[config.mk]
export PLATFORM = sky130hd
export DESIGN_NAME = multicycle_ctrl_flat
export DESIGN_NICKNAME = d
export VERILOG_FILES = /design/src/rtl/multicycle_ctrl_if.sv /design/src/rtl/multicycle_ctrl.sv /design/src/flat_wrapper.sv
export SDC_FILE = /design/constraint.sdc
export NUM_CORES = 1
export LEC_CHECK = 0
export ABC_AREA = 1
export CAP_MARGIN = 20
export CORE_AREA = 5 5 53 50
export DETAILED_ROUTE_END_ITERATION = 10
export DIE_AREA = 0 0 58 55
export GPL_TIMING_DRIVEN = 0
export PLACE_DENSITY = 0.82
export SETUP_SLACK_MARGIN = 0.5
export SYNTH_ARGS = -nofsm -noshare
export SYNTH_HDL_FRONTEND = slang
export SYNTH_SLANG_ARGS = --single-unit
[constraint.sdc]
create_clock -name clk -period 3.1 [get_ports clk]
set_input_delay 0.775 -clock clk [delete_from_list [all_inputs] [get_ports clk]]
set_output_delay 0.775 -clock clk [all_outputs]
set_load 0.05 [all_outputs]
[src/rtl/multicycle_ctrl_if.sv]
// multicycle_ctrl_if: IR fields, ALU flag, memory handshake and control strobes
// shared between the sequencer (master) and the datapath (slave).
interface multicycle_ctrl_if;
    logic [6:0] opcode;
    logic [2:0] funct3;
    logic       funct7_5;
    logic       zero;
    logic       mem_ready;
    logic       mem_req;
    logic       mem_we;
    logic       ir_write;
    logic       pc_write;
    logic       pc_src;
    logic       reg_write;
    logic       alu_src;
    logic       mem_to_reg;
    logic [1:0] alu_op;
    logic       illegal;
    logic       bus_err;
    logic [2:0] state;
    modport master (
        input  opcode, funct3, funct7_5, zero, mem_ready,
        output mem_req, mem_we, ir_write, pc_write, pc_src, reg_write,
               alu_src, mem_to_reg, alu_op, illegal, bus_err, state
    );
    modport slave (
        output opcode, funct3, funct7_5, zero, mem_ready,
        input  mem_req, mem_we, ir_write, pc_write, pc_src, reg_write,
               alu_src, mem_to_reg, alu_op, illegal, bus_err, state
    );
endinterface

[src/rtl/multicycle_ctrl.sv]
// multicycle_ctrl: FETCH/DECODE/EXEC/MEM/WB sequencer for the RV32I-subset core,
// one shared memory port with req/ready handshake and a wait-cycle timeout.
module multicycle_ctrl #(
    parameter int TIMEOUT = 16,
    parameter int CNT_W   = 5
) (
    input logic clk,
    input logic rst_n,
    multicycle_ctrl_if.master bus
);
    localparam logic [2:0] S_FETCH   = 3'd0;
    localparam logic [2:0] S_DECODE  = 3'd1;
    localparam logic [2:0] S_EXEC    = 3'd2;
    localparam logic [2:0] S_MEMADDR = 3'd3;
    localparam logic [2:0] S_MEM     = 3'd4;
    localparam logic [2:0] S_WB      = 3'd5;
    localparam logic [2:0] S_BRANCH  = 3'd6;
    localparam logic [2:0] S_TRAP    = 3'd7;
    localparam logic [6:0] OP_R  = 7'b0110011;
    localparam logic [6:0] OP_I  = 7'b0010011;
    localparam logic [6:0] OP_LW = 7'b0000011;
    localparam logic [6:0] OP_SW = 7'b0100011;
    localparam logic [6:0] OP_BR = 7'b1100011;
    logic [2:0] st, nxt, dec;
    logic [CNT_W-1:0] cnt;
    logic run, illegal_q, bus_err_q;
    logic is_r, is_i, is_lw, is_sw, is_br;
    logic waiting, ready, timeout;
    logic unused;
    assign unused = bus.funct7_5;
    assign is_r  = bus.opcode == OP_R;
    assign is_i  = bus.opcode == OP_I;
    assign is_lw = bus.opcode == OP_LW;
    assign is_sw = bus.opcode == OP_SW;
    assign is_br = bus.opcode == OP_BR;
    assign dec = (is_r || is_i) ? S_EXEC :
                 ((is_lw || is_sw) && bus.funct3 == 3'b010) ? S_MEMADDR :
                 (is_br && bus.funct3[2:1] == 2'b00) ? S_BRANCH : S_TRAP;
    // run holds FETCH quiet for the first cycle after reset release
    assign waiting = (st == S_FETCH && run) || st == S_MEM;
    assign ready   = waiting && bus.mem_ready;
    assign timeout = waiting && !bus.mem_ready && cnt == CNT_W'(TIMEOUT - 1);
    always_comb begin
        case (st)
            S_FETCH:   nxt = ready ? S_DECODE : timeout ? S_TRAP : S_FETCH;
            S_DECODE:  nxt = dec;
            S_EXEC:    nxt = S_WB;
            S_MEMADDR: nxt = S_MEM;
            S_MEM:     nxt = ready ? (is_sw ? S_FETCH : S_WB) : timeout ? S_TRAP : S_MEM;
            S_WB:      nxt = S_FETCH;
            S_BRANCH:  nxt = S_FETCH;
            default:   nxt = S_TRAP;
        endcase
    end
    always_ff @(posedge clk or negedge rst_n) begin
        if (!rst_n) begin
            run       <= 1'b0;
            st        <= S_FETCH;
            cnt       <= '0;
            illegal_q <= 1'b0;
            bus_err_q <= 1'b0;
        end else begin
            run       <= 1'b1;
            st        <= nxt;
            cnt       <= (waiting && !bus.mem_ready) ? cnt + 1'b1 : '0;
            illegal_q <= illegal_q | (st == S_DECODE && dec == S_TRAP);
            bus_err_q <= bus_err_q | timeout;
        end
    end
    assign bus.state      = st;
    assign bus.illegal    = illegal_q;
    assign bus.bus_err    = bus_err_q;
    assign bus.mem_req    = (st == S_FETCH && run) || st == S_MEM;
    assign bus.mem_we     = st == S_MEM && is_sw;
    assign bus.ir_write   = st == S_FETCH && ready;
    assign bus.pc_write   = (st == S_MEM && ready && is_sw) || st == S_WB || st == S_BRANCH;
    assign bus.pc_src     = st == S_BRANCH && (bus.funct3[0] ? !bus.zero : bus.zero);
    assign bus.reg_write  = st == S_WB;
    assign bus.alu_src    = (st == S_EXEC && is_i) || st == S_MEMADDR || st == S_MEM;
    assign bus.mem_to_reg = st == S_WB && is_lw;
    assign bus.alu_op     = st == S_EXEC ? 2'b10 : st == S_BRANCH ? 2'b01 : 2'b00;
endmodule

[src/flat_wrapper.sv]
// flat-port wrapper written by rule: the top's interface ports become plain ports
module multicycle_ctrl_flat 
#(
    parameter int TIMEOUT = 16,
    parameter int CNT_W   = 5
)
  (clk, rst_n, bus_opcode, bus_funct3, bus_funct7_5, bus_zero, bus_mem_ready, bus_mem_req, bus_mem_we, bus_ir_write, bus_pc_write, bus_pc_src, bus_reg_write, bus_alu_src, bus_mem_to_reg, bus_alu_op, bus_illegal, bus_bus_err, bus_state);
  multicycle_ctrl_if bus_i ();
  input logic clk;
  input logic rst_n;
  input wire logic [$bits(bus_i.opcode)-1:0] bus_opcode;
  input wire logic [$bits(bus_i.funct3)-1:0] bus_funct3;
  input wire logic [$bits(bus_i.funct7_5)-1:0] bus_funct7_5;
  input wire logic [$bits(bus_i.zero)-1:0] bus_zero;
  input wire logic [$bits(bus_i.mem_ready)-1:0] bus_mem_ready;
  output wire logic [$bits(bus_i.mem_req)-1:0] bus_mem_req;
  output wire logic [$bits(bus_i.mem_we)-1:0] bus_mem_we;
  output wire logic [$bits(bus_i.ir_write)-1:0] bus_ir_write;
  output wire logic [$bits(bus_i.pc_write)-1:0] bus_pc_write;
  output wire logic [$bits(bus_i.pc_src)-1:0] bus_pc_src;
  output wire logic [$bits(bus_i.reg_write)-1:0] bus_reg_write;
  output wire logic [$bits(bus_i.alu_src)-1:0] bus_alu_src;
  output wire logic [$bits(bus_i.mem_to_reg)-1:0] bus_mem_to_reg;
  output wire logic [$bits(bus_i.alu_op)-1:0] bus_alu_op;
  output wire logic [$bits(bus_i.illegal)-1:0] bus_illegal;
  output wire logic [$bits(bus_i.bus_err)-1:0] bus_bus_err;
  output wire logic [$bits(bus_i.state)-1:0] bus_state;
  assign bus_i.opcode = bus_opcode;
  assign bus_i.funct3 = bus_funct3;
  assign bus_i.funct7_5 = bus_funct7_5;
  assign bus_i.zero = bus_zero;
  assign bus_i.mem_ready = bus_mem_ready;
  assign bus_mem_req = bus_i.mem_req;
  assign bus_mem_we = bus_i.mem_we;
  assign bus_ir_write = bus_i.ir_write;
  assign bus_pc_write = bus_i.pc_write;
  assign bus_pc_src = bus_i.pc_src;
  assign bus_reg_write = bus_i.reg_write;
  assign bus_alu_src = bus_i.alu_src;
  assign bus_mem_to_reg = bus_i.mem_to_reg;
  assign bus_alu_op = bus_i.alu_op;
  assign bus_illegal = bus_i.illegal;
  assign bus_bus_err = bus_i.bus_err;
  assign bus_state = bus_i.state;
  multicycle_ctrl #(.TIMEOUT(TIMEOUT), .CNT_W(CNT_W)) u_core (.clk(clk), .rst_n(rst_n), .bus(bus_i));
endmodule
==> results of run 1 <==
==> layer usage <==
| layer | track usage (%) | up-vias | wire [um] |
|---|---|---|---|
| li1 | - | 416 | - |
| met1 | 16.15 | 362 | 821 |
| met2 | 26.32 | 31 | 995 |
| met3 | 3.480 | 7 | 176 |
| met4 | 6.564 | 0 | 45 |
| met5 | 0 | - | 0 |
==> path summary, 6_finish.rpt <==
| path | slack [ps] | cells past startpoint | endpoint | startpoint |
|---|---|---|---|---|
| setup / recovery | 540 | 4 | bus_pc_src | bus_funct3[0] |
| hold / removal | 460 | 2 | u_core.bus.bus_err$_DFF_PN0_ | u_core.bus.bus_err$_DFF_PN0_ |
| setup reg to reg | 1770 | 8 | u_core.bus.state[0]$_DFF_PN0_ | u_core.cnt[0]$_DFF_PN0_ |
| hold reg to reg | 460 | 2 | u_core.bus.bus_err$_DFF_PN0_ | u_core.bus.bus_err$_DFF_PN0_ |
| max in group asynchronous | 1900 | 1 | u_core.bus.state[1]$_DFF_PN0_ | rst_n |
| min in group asynchronous | 840 | 1 | u_core.cnt[2]$_DFF_PN0_ | rst_n |
==> worst max-delay path, delay by kind of cell <==
| family | cells | cell delay, ps |
|---|---|---|
| xor+xnor | 1 | 180 |
| simple gates | 1 | 90 |
| buf+inv | 2 | 730 |
==> layout make-up <==
class / instances / area, um^2
multi-input combinational: 76 / 469.2
sequential: 11 / 279.0
inverter: 26 / 97.59
tap: 27 / 33.78
clock buffer: 4 / 26.28
fill: 200 / 860.8
timing repair buffer: 34 / 315.3
==> cells in the final DEF, fill, tap and decap left out, types with 2 or more instances in the layout <==
cell type / netlist / routed
inv_2: 3 / 5
inv_1: 23 / 21
nor2_2: 2 / 2
dfrtp_2: 0 / 3
clkdlybuf4s50_1: 0 / 10
nand2_4: 2 / 2
buf_4: 0 / 7
nand2_2: 1 / 6
nor3_4: 0 / 2
nand2_1: 24 / 19
buf_8: 0 / 2
nand3_1: 11 / 10
dlygate4sd2_1: 0 / 11
nor2_4: 3 / 7
a21oi_1: 4 / 4
nor2_1: 17 / 13
dfrtp_1: 11 / 8
ha_1: 2 / 2
clkbuf_4: 0 / 4
==> stage by stage <==
stage | setup WS [ps] | hold slack, ps | utilization (%)
floorplan | 517.2 | 430.6 | -
global placement | -392.5 | 449.3 | 54.27
detailed placement | -449.5 | 453.2 | 54.27
CTS | 389.4 | 470.1 | 57.33
global route | 493.7 | 499.9 | 58.65
finish | 544.1 | 463.5 | 58.65
==> cells by family after synthesis <==
family          share of synthesized area, %
xor+xnor                               1.146
other cells                           0.4905
buf+inv                                12.77
flops                                  36.01
simple gates                           41.90
fa+ha+maj                              3.273
compound gates                         4.419
==> sequential cells by signal (all words and copies together) (netlist names) <==
name	count
u_core.bus.bus_err	1
u_core.bus.illegal	1
u_core.bus.state	3
u_core.cnt	5
u_core.run	1
==> power breakdown <==
part / internal, mW / leakage, nW / switching, mW
sequential: 0.176 / 0.132 / 0.0532
combinational: 0.208 / 0.485 / 0.450
clock: 0.0498 / 0.0150 / 0.0437
==> cell usage after synthesis <==
cell	n	area, um^2
nand2_1	24	90.09
nand3_1	11	55.05
nor3b_1	1	7.510
conb_1	1	3.750
nor2_1	17	63.81
nand2_4	2	22.52
nand3b_1	1	7.510
inv_1	23	86.33
o21ai_0	1	5.000
dfrtp_1	11	275.3
o21ai_2	1	8.760
inv_2	3	11.26
a21oi_1	4	20.02
nor2_4	3	33.78
ha_1	2	25.02
nand2_2	1	6.260
xnor2_1	1	8.760
nand4_1	1	6.260
nor2_2	2	12.51
nor3_1	3	15.01
==> what timing repair did <==
item                                   4_1_cts  5_1_grt
setup buffers                                4        2
setup endpoints to repair                   10        4
pin swaps                                    4        4
endpoints found under the hold margin        0        0
gates resized for setup                     58        5
==> metrics, run 1 <==
Clk pin slew, worst setup/hold paths 60 ps; Slew Viols, Final 0; initial antenna violation count 0; TritonRoute pass-1 iters 4; critical path arrival about 1800 ps; Netlist cell types 20; unrepaired setup endpoints after global routing false; Setup Crit Path Kind input port to output pin; flops & latches, synth 11; layout cells sized above 1 between 20 and 30%; CTS HTree Levels 1; Final Cell Area 1221 um^2; Final Critical Period 2556 ps; CTS hold repair buffers 0; clock root cell clkbuf_4; die boundary height about 55 um; Hold WC Path Type flop to flop; Ports 30; setup TNS 0 ps; fin cells about 180; Final Cycle Share 82.45%; clk_lat worst skew 260 ps; Power Density 803.2 nW/um^2; crit-path cells clkdlybuf4s50_1 -> xnor2_2 -> nor2_4 -> buf_2; Fin. Hold Viols 0; CTS tree done; Crit Path Max Fanout 2; outcome finished, final reports clean; total power 0.9808 mW; DIE AREA between 3000 and 4000 um^2; Synth Cell Area around 760 um^2; Pleak 0.6325 nW; DRT Wirelength 2.038 mm; initial core utilization between 30% and 40%; Antenna Nets Post-Route 0; Critical Path Max Stage Delay 470 ps; Final GP Congestion 0.7960; highest clock rate 0.3913 GHz; drt via density 4.584; yosys warns 0; CP max stage cell clkdlybuf4s50_1; Port Buf Inserts 28; Die Width between 50 and 60 um; core area between 2000 and 2500 um^2; synthesized instance count 113; Critical Path End Type output pin; final setup fails 0; fin nets about 170; Site Rows 16; first-pass GRT wire length 3.477 mm; Post-Syn Nets 130; Area growth syn-to-layout 59.74%; Least-Margin Pin Slew 511.7 ps; DR WL/cell roughly 11 um; Fin Clk Skew roughly 1.7 ps; max cap viols 0; syn avg cell area 6.765 um^2; CTS Buf Count 3; DR DRC count 0; largest net degree at the start of global routing 12; clock sink count 11; antenna cells 0; Placed Cells incl. Taps 168; All-Layer GR Usage 14.42%; grt ovf 0; placement-stage cell area between 1000 and 1500 um^2; vias post-DR roughly 820; sequential cell area fraction in the yosys report 36.01%; maximum root-to-sink buffer count 2; DP HPWL about 1.6 mm; Slew headroom between 60% and 70%; Setup crit start kind input port; Max rail drop VDD 0.5243 mV; First DRT Iteration DRCs 23; CP required between 2000 and 2500 ps; vias in the first global route between 700 and 800
Power figures use the tool's default switching activity.
==> inputs of run 2 (changes only) <==
--- a/config.mk
+++ b/config.mk
@@ -7,9 +7,9 @@
 export LEC_CHECK = 0
 export ABC_AREA = 1
 export CAP_MARGIN = 20
-export CORE_AREA = 5 5 53 50
+export CORE_AREA = 5 5 54 51
 export DETAILED_ROUTE_END_ITERATION = 10
-export DIE_AREA = 0 0 58 55
+export DIE_AREA = 0 0 59 56
 export GPL_TIMING_DRIVEN = 0
 export PLACE_DENSITY = 0.82
 export SETUP_SLACK_MARGIN = 0.5
==> constraint.sdc (replaced) <==
create_clock -name clk -period 2.16 [get_ports clk]
set_input_delay 0.54 -clock clk [delete_from_list [all_inputs] [get_ports clk]]
set_output_delay 0.54 -clock clk [all_outputs]
set_load 0.05 [all_outputs]
==> run 2 against run 1 <==
Sequential share of layout area is 3.1 points lower; critical path depth increased by 4; power grew 88%; combinational power is 110% higher; register-to-register slack worse by 1000 ps; critical path type unchanged; first-iteration DRC count increased by 35%; setup slack got worse by 470 ps; cell area up 18%; wire length is 27% higher; non-clock buffer count increased by 12.
==> metrics, run 2 (synthesis gave the netlist of run 1 again) <==
DR DRC count 0; first-pass GRT wire length 3.870 mm; clock sink count 11; metal1 wirelength 925 um; layout cells sized above 1 50.92%; critical path arrival 1550 ps; max cap viols 0; Final Cycle Share between 90% and 100%; largest register by flop count u_core.cnt; drt via density between 4 and 5; Area growth syn-to-layout 87.73%; Antenna Nets Post-Route 0; Die Width 59 um; Max rail drop VDD 0.9175 mV; core area 2122 um^2; cell internal pwr 0.8986 mW; grt ovf 0; fillers 179; Critical Path End Type output pin; CTS Buf Count 3; critical path startpoint bus_opcode[5]; Power Density 1284 nW/um^2; initial core utilization a little over a third; Psw 0.9437 mW; Slew Viols, Final 0; All-Layer GR Usage 14.81%; Least-Margin Pin Slew 509.4 ps; Site Rows 16; First DRT Iteration DRCs 31; Clk pin slew, worst setup/hold paths around 60 ps; most frequent cells in the layout nand2_1, buf_4, inv_1, nor2_1, inv_2; clock root cell clkbuf_4; DR WL met2 around 1.4 mm; combinational share of power about three quarters; Slew headroom 66.17%; Port Buf Inserts 28; worst hold stages 2; worst hold margin 467.2 ps; TritonRoute pass-1 iters 4; Reg power frac 18.2%; hold path start u_core.bus.bus_err$_DFF_PN0_; vias in the first global route 928; Crit Path Max Fanout 3; Pleak 0.6963 nW; Fin. Hold Viols 0; Reg area between 200 and 300 um^2; Final Cell Area 1435 um^2; Hold WC Path Type flop to flop; number of flip-flops in the largest register 5; clock power share under 10%; most common cell after layout, fill and taps aside nand2_1; CTS hold repair buffers 0; Setup crit start kind input port; clk_lat worst skew roughly 260 ps; Fin Clk Skew a little over 0.6 ps; final setup fails 0; largest net degree at the start of global routing 12; placement-stage cell area 1176 um^2; Util after Layout 67.63%; CTS tree done; highest clock rate 0.4793 GHz; outcome finished, final reports clean; fin nets 181; DR top layer met4; unrepaired setup endpoints after global routing true; CTS HTree Levels 1; DIE AREA between 3000 and 4000 um^2; Setup Crit Path Kind input port to output pin; DRT Wirelength 2.585 mm; Final GP Congestion around 0.9; CP required 1620 ps; total power ~1.8 mW; initial antenna violation count 0; DP HPWL around 1.7 mm; antenna cells 0; Multi-input gate area 520.5 um^2; Met3 Wirelength 196 um; Final Critical Period 2086 ps; Net Sw Frac between 50 and 60%; R2R cell count 7; vias post-DR 932; Ports 30; RR Startpoint u_core.bus.state[1]$_DFF_PN0_; DR WL/cell 13.61 um; maximum root-to-sink buffer count 2; die boundary height 56 um
run 2: cell count changes in the layout (fill, tap and decap cells not counted), sizes merged:
cell / change
buf: +20
clkbuf: +1
clkdlybuf4s15: +3
clkdlybuf4s50: -7
clkinvlp: +3
dlygate4sd2: -4
dlymetal6s2s: -1
inv: -3
run 2: final timing paths:
path,end,slack (ps)
min in group asynchronous,u_core.cnt[3]$_DFF_PN0_,610
worst min register to register,u_core.bus.bus_err$_DFF_PN0_,470
max in group asynchronous,u_core.bus.state[0]$_DFF_PN0_,1180
worst max-delay path,bus_pc_write,70
worst min-delay path,u_core.bus.bus_err$_DFF_PN0_,470
worst max register to register,u_core.bus.state[2]$_DFF_PN0_,770
run 2: through the flow:
step                cells  setup WS, ps  TNS (ps)
floorplan             113         35.11         0
global placement      168        -831.0     -4043
detailed placement    168        -863.0     -4209
CTS                   183         19.68         0
global route          190        -3.538    -3.538
finish                190         73.51         0
run 2: repair_timing:
item | in CTS | in global routing
setup endpoints to repair | 15 | 14
gates resized for setup | 120 | 16
setup buffers | 11 | 7
pin swaps | 11 | 6
run 2: worst max-delay path, stage by stage:
cell,delay (ps)
clkdlybuf4s15_2,210
nand2_2,90
nor2_2,160
nand2_2,100
nor2_4,140
nand2_2,80
nand3_4,70
buf_8,140
run 2: layout make-up:
type,count,area share (%)
multi-input cells,76,36.27
repair buffers,46,31.65
flip-flops and latches,11,19.79
inverters,26,8.108
well taps,27,2.354
clock buffers,4,1.831
run 2: power by group through the flow:
stage | Clock (mW) | Combinational, mW | Sequential (mW)
finish | 0.135 | 1.37 | 0.335
global route | 0.157 | 1.45 | 0.338
CTS | 0.145 | 1.20 | 0.338
detailed placement | 0 | 1.02 | 0.349
global placement | 0 | 0.994 | 0.346
floorplan | 0 | 0.654 | 0.433
run 2: metal layers:
metal	vias to the layer above	GRT usage, %
li1	443	-
met1	443	15.75
met2	38	26.34
met3	8	3.248
met4	0	7.767
met5	-	0
